==> src/rtl/keypad_pkg.sv <==
// Shared types and constants for the 4x4 hex keypad entry block.
package keypad_pkg;

    localparam int         KEY_W   = 4;
    localparam logic [3:0] COL_RST = 4'b1110;

    typedef enum logic [1:0] {
        ST_SCAN,
        ST_DEBOUNCE,
        ST_HELD,
        ST_RELEASE
    } kp_state_e;

    // Index of the lowest zero bit; lowest active-low line wins.
    function automatic logic [1:0] low_index(input logic [3:0] v);
        logic [1:0] idx;
        idx = 2'd0;
        for (int i = 3; i >= 0; i--)
            if (!v[i]) idx = 2'(i);
        return idx;
    endfunction

endpackage

==> src/rtl/keypad_tick_gen.sv <==
// Scan tick divider: one-cycle tick every SCAN_DIV clocks.
module keypad_tick_gen #(
    parameter int SCAN_DIV = 50000
) (
    input  logic clk,
    input  logic clr,
    output logic tick
);

    localparam int CW = $clog2(SCAN_DIV);

    logic [CW-1:0] cnt;

    assign tick = (cnt == CW'(SCAN_DIV - 1));

    always_ff @(posedge clk) begin
        if (clr)       cnt <= '0;
        else if (tick) cnt <= '0;
        else           cnt <= cnt + CW'(1);
    end

endmodule

==> src/rtl/keypad_hex_entry.sv <==
// 4x4 hex keypad scanner with debounce and a 4-digit entry shift register.
// Optional auto-repeat while a key is held: define KEYPAD_AUTOREPEAT_EN.
module keypad_hex_entry
    import keypad_pkg::*;
#(
    parameter int SCAN_DIV       = 50000,
    parameter int DEBOUNCE_TICKS = 4,
    parameter int REPEAT_TICKS   = 100
) (
    input  logic             CLK,
    input  logic             clr,
    input  logic [3:0]       row_in,
    output logic [3:0]       col_out,
    output logic             key_valid,
    output logic [KEY_W-1:0] key_code,
    output logic [15:0]      entry_value
);

`ifdef KEYPAD_AUTOREPEAT_EN
    localparam bit AUTOREPEAT = 1'b1;
`else
    localparam bit AUTOREPEAT = 1'b0;
`endif
    localparam int RW = $clog2(REPEAT_TICKS + 1);

    logic             tick;
    logic [3:0]       sync1, rows;
    kp_state_e        state;
    logic [1:0]       row_idx, col_idx;
    logic [3:0]       stable_cnt;
    logic [RW-1:0]    rep_cnt;
    logic             row_low;
    logic             rep_hit;
    logic [KEY_W-1:0] code;

    keypad_tick_gen #(.SCAN_DIV(SCAN_DIV)) u_tick (
        .clk  (CLK),
        .clr  (clr),
        .tick (tick)
    );

    always_ff @(posedge CLK) begin
        if (clr) begin
            sync1 <= 4'hF;
            rows  <= 4'hF;
        end else begin
            sync1 <= row_in;
            rows  <= sync1;
        end
    end

    assign row_low = ~rows[row_idx];
    assign code    = {row_idx, col_idx};
    assign rep_hit = AUTOREPEAT && (rep_cnt == RW'(REPEAT_TICKS - 1));

    always_ff @(posedge CLK) begin
        if (clr) begin
            state       <= ST_SCAN;
            col_out     <= COL_RST;
            key_valid   <= 1'b0;
            key_code    <= '0;
            entry_value <= 16'h0000;
            row_idx     <= 2'd0;
            col_idx     <= 2'd0;
            stable_cnt  <= 4'd0;
            rep_cnt     <= '0;
        end else begin
            key_valid <= 1'b0;
            if (tick) begin
                case (state)
                    ST_SCAN: begin
                        if (rows != 4'hF) begin
                            row_idx    <= low_index(rows);
                            col_idx    <= low_index(col_out);
                            stable_cnt <= 4'd0;
                            state      <= ST_DEBOUNCE;
                        end else begin
                            col_out <= {col_out[2:0], col_out[3]};
                        end
                    end
                    ST_DEBOUNCE: begin
                        if (!row_low) begin
                            state <= ST_SCAN;
                        end else if (stable_cnt == 4'(DEBOUNCE_TICKS - 1)) begin
                            key_valid   <= 1'b1;
                            key_code    <= code;
                            entry_value <= {entry_value[11:0], code};
                            stable_cnt  <= 4'd0;
                            rep_cnt     <= '0;
                            state       <= ST_HELD;
                        end else begin
                            stable_cnt <= stable_cnt + 4'd1;
                        end
                    end
                    ST_HELD: begin
                        if (!row_low) begin
                            stable_cnt <= 4'd0;
                            state      <= ST_RELEASE;
                        end else if (rep_hit) begin
                            key_valid   <= 1'b1;
                            key_code    <= code;
                            entry_value <= {entry_value[11:0], code};
                            rep_cnt     <= '0;
                        end else begin
                            rep_cnt <= rep_cnt + RW'(1);
                        end
                    end
                    ST_RELEASE: begin
                        // Release chatter goes back to HELD; repeat timing restarts.
                        if (row_low) begin
                            rep_cnt <= '0;
                            state   <= ST_HELD;
                        end else if (stable_cnt == 4'(DEBOUNCE_TICKS - 1)) begin
                            col_out <= {col_out[2:0], col_out[3]};
                            state   <= ST_SCAN;
                        end else begin
                            stable_cnt <= stable_cnt + 4'd1;
                        end
                    end
                    default: state <= ST_SCAN;
                endcase
            end
        end
    end

endmodule

==> config.mk <==
export PLATFORM = sky130hd
export DESIGN_NAME = keypad_hex_entry
export DESIGN_NICKNAME = d
export VERILOG_FILES = /design/src/rtl/keypad_pkg.sv /design/src/rtl/keypad_tick_gen.sv /design/src/rtl/keypad_hex_entry.sv
export SDC_FILE = /design/constraint.sdc
export NUM_CORES = 1
export LEC_CHECK = 0
export CAP_MARGIN = 30
export CORE_MARGIN = 2
export CORE_UTILIZATION = 45
export DETAILED_ROUTE_END_ITERATION = 8
export GPL_ROUTABILITY_DRIVEN = 1
export PLACE_DENSITY = 0.7
export SYNTH_ARGS = -nofsm -noshare
export SYNTH_HDL_FRONTEND = slang
export SYNTH_SLANG_ARGS = --single-unit
==> constraint.sdc <==
create_clock -name CLK -period 2.2 [get_ports CLK]
set_clock_uncertainty 0.05 [all_clocks]
set_input_delay 0.22 -clock CLK [delete_from_list [all_inputs] [get_ports CLK]]
set_output_delay 0.22 -clock CLK [all_outputs]
set_load 0.01 [all_outputs]
==> results by group <==
Cells and area
  – Ant. Diodes: 0
  – Final core utilization: 0.561
  – Commonest non-fill, non-tap cells in the layout: dfxtp_1 (54), nor2_1 (39), clkdlybuf4s50_1 (30)
  – Leading cell type in the layout, fill and taps excluded: dfxtp_1
  – Layout Nets: 286
  – Final design area excluding fillers: between 2000 and 3000 um^2
  – FILL cells: between 400 and 500
  – Fraction of layout cells with a size suffix above 1: 0.118
  – Layout overhead on the synthesized area: 22.1%

Synthesis
  – Synth area leaders: dfxtp_1 (48%), mux2i_1 (10%), nor2_1 (6.4%)
  – Post-synth EDFFs: 0
  – Register area share after synthesis: 0.478
  – Synth top area share: 0.478
  – Synthesis warning total: 0
  – Avg Cell Area, Syn: between 9 and 10 um^2
  – Cell taking the most area after synthesis: dfxtp_1
  – Synth Flop Type: dfxtp_1
  – Mapped Area: 2300 um^2
  – Register bit count reported by yosys: 55
  – Synthesized net count: 250
  – Distinct cells, synth: 41
  – Syn Inst Count: ~240
  – FFs w/ async S/R, synth: 0

Routing
  – Vias after detailed routing: around 1,800
  – Detail Route Antenna Nets: 0
  – Drt drc: 0
  – Post-DR wirelength/cell: between 10 and 15 um
  – Drt pass-1 iters: 4
  – Violation count after the first detailed-route iteration: 58
  – Vias per cell: between 5 and 6
  – Drt total wl: 4090 um

Run
  – Max Cap Viol: 0

Setup path
  – Crit-path cells: mux4_2, and2_0, o31a_1, or4_1, a21oi_1
  – Reg2reg path depth: 5
  – CP max-delay cell: mux4_2
  – CP peak stage delay: around 530 ps
  – Reg2reg end: stable_cnt[3]
  – Reg2Reg Launch Point: row_idx[0]
  – Worst EP arrival: ~2300 ps
  – Startpoint types: flip-flop
  – Crit Path Category: reg -> reg
  – Setup slack, reg-to-reg: between 100 and 150 ps
  – CP Capture Type: flip-flop
  – Crit-path max FO: 4
  – Worst EP required: about 2400 ps

Floorplan
  – I/O pins: 31
  – Die Ht: ~76 um
  – Core area: 5010 um^2
  – Starting Density: 0.460
  – Num rows: 26
  – Die Width: ~76 um
  – Die Area: roughly 5700 um^2

Clock network
  – Clock sinks: 55
  – Clk buf depth: 2
  – CTS tree: done
  – Clock root buffer master: clkbuf_8
  – TritonCTS Buffers: 5
  – CTS clock-pin slew for the worst setup and hold paths: roughly 100 ps
  – H-tree levels: 2
  – Worst skew pair latency: about 300 ps

STA
  – Worst-margin pin slew: roughly 500 ps
  – Setup TNS: 0 ps
  – Slew Viols, Final: 0
  – Final setup fails: 0
  – RSZ-0062 raised after global routing: no
  – Peak Freq: roughly 480 MHz
  – Slew HR: 0.658
  – Crit share post-route: 0.949
  – Hold Vio Cnt, Final: 0
  – Crit path time final: 2090 ps

Global routing
  – Initial antenna violation count: 0
  – Vias in the first global route: about 1,600
  – Grt total ovfl: 0
  – First-pass GRT wire length: 6740 um
  – Total global-route track usage: 0.153
  – Largest net degree at the start of global routing: 18

Worst hold path
  – Hold path start: sync1[1]
  – Hold path depth: 1
  – Hold path endpoint: rows[1]
  – Worst min path class: reg -> reg

Placement
  – GP Congestion: between 0.8 and 0.9
  – Quantity of I/O buffers inserted on ports: 30
  – DP Area: between 2000 and 3000 um^2
  – HPWL Detailed: roughly 2900 um

Status
  – Outcome: finished clean

Power and ir drop
  – Max VDD drop: 0.362 mV
  – Reg power frac: 0.624
  – Switching share of total power: 0.221
  – NetSw: approximately 360 uW
  – Combinational power share: 0.039
  – Clock share of power: 0.337
  – Leakage: approximately 0.99 nW
  – Power Density: about 580 nW/um^2
  – Pint: 1.27 mW
## power by group through the flow
stage	Clock, mW	Combinational (mW)	Sequential (mW)
final	0.548	0.0631	1.01
after global routing	0.615	0.0707	1.02
after CTS	0.578	0.0631	1.01
after detailed placement	0	0.0626	1.04
after global placement	0	0.0623	1.04
after floorplan	0	0.0394	1.04
## sequential cells by signal, indices dropped and copies added, names as in the netlist, named ones only
name / count
u_tick.cnt: 16
stable_cnt: 4
sync1: 4
key_code: 3
col_idx: 2
row_idx: 2
rows: 4
key_valid: 1
entry_value: 13
state: 1
col_out: 4
## layout make-up
class	count	area (um^2)	share of cell area
well taps	70	87.6	0.0312
inverters	4	15.0	0.00534
multi-input cells	172	1130	0.401
repair buffers	40	388	0.138
clock buffers	6	72.6	0.0258
clock inverters	2	17.5	0.00623
flip-flops and latches	55	1100	0.392
## worst max-delay path, delay by kind of cell, from the launching register on
family / cells / cell delay (ps)
and+or+nand+nor: 2 / 650
AOI/OAI and AO/OA: 2 / 450
muxes: 1 / 530
DFF: 1 / 350
## cell usage after synthesis (all sizes together), types with 2 or more instances
library cell and n:
ha 2, nor2 39, nor4bb 2, o21ai 7, or3 5, mux2i 24, inv 4, and3 3
xnor2 5, nand2b 4, or4 3, o31ai 2, nor4 3, buf 6, dfxtp 55, xor2 7
nor3 2, or2 8, a21boi 2, clkbuf 5, nand4 6, nand3 9, and2 2, a21oi 10
nor4b 2, nand2 15
## metal layers
metal  track usage  routed length [um]
met5             0                   0
met4        0.0468                  14
met3        0.0397                 141
met2         0.261                2010
met1         0.189                1930
## worst max-delay path by stage
stage	start	end	slack, ps
2_1_floorplan	row_idx[0]	entry_value[3]	90
3_3_place_gp	row_idx[0]	stable_cnt[3]	150
3_5_place_dp	row_idx[0]	stable_cnt[3]	110
4_1_cts	row_idx[0]	stable_cnt[3]	70
5_1_grt	u_tick.cnt[0]	stable_cnt[3]	10
6_report	row_idx[0]	stable_cnt[3]	110
## metrics by stage
step | setup WS [ps] | hold slack, ps | power, mW | std cells
4_1_cts | 69.4 | 368 | 1.66 | 348
3_3_place_gp | 155 | 344 | 1.10 | 340
3_5_place_dp | 113 | 343 | 1.10 | 340
5_1_grt | 13.1 | 383 | 1.70 | 349
2_1_floorplan | 92.6 | 274 | 1.08 | 242
6_report | 112 | 365 | 1.63 | 349
## repair_timing
| action | CTS | global route |
|---|---|---|
| endpoints found under the setup margin | 0 | 2 |
| buffers inserted | 0 | 1 |
| hold buffers | 0 | 0 |
| gates resized for setup | 0 | 2 |
## cells by family after synthesis
kind of cell | after synthesis | share of synthesized area
buffers and inverters | 15 | 0.0342
adder cells (fa/ha/maj) | 2 | 0.0109
AO/OA/AOI/OAI | 26 | 0.0696
multiplexers | 26 | 0.119
AND/OR/NAND/NOR | 106 | 0.242
flip-flops | 55 | 0.478
XOR/XNOR | 12 | 0.0457
No activity file was read; power rests on OpenSTA's default activity.
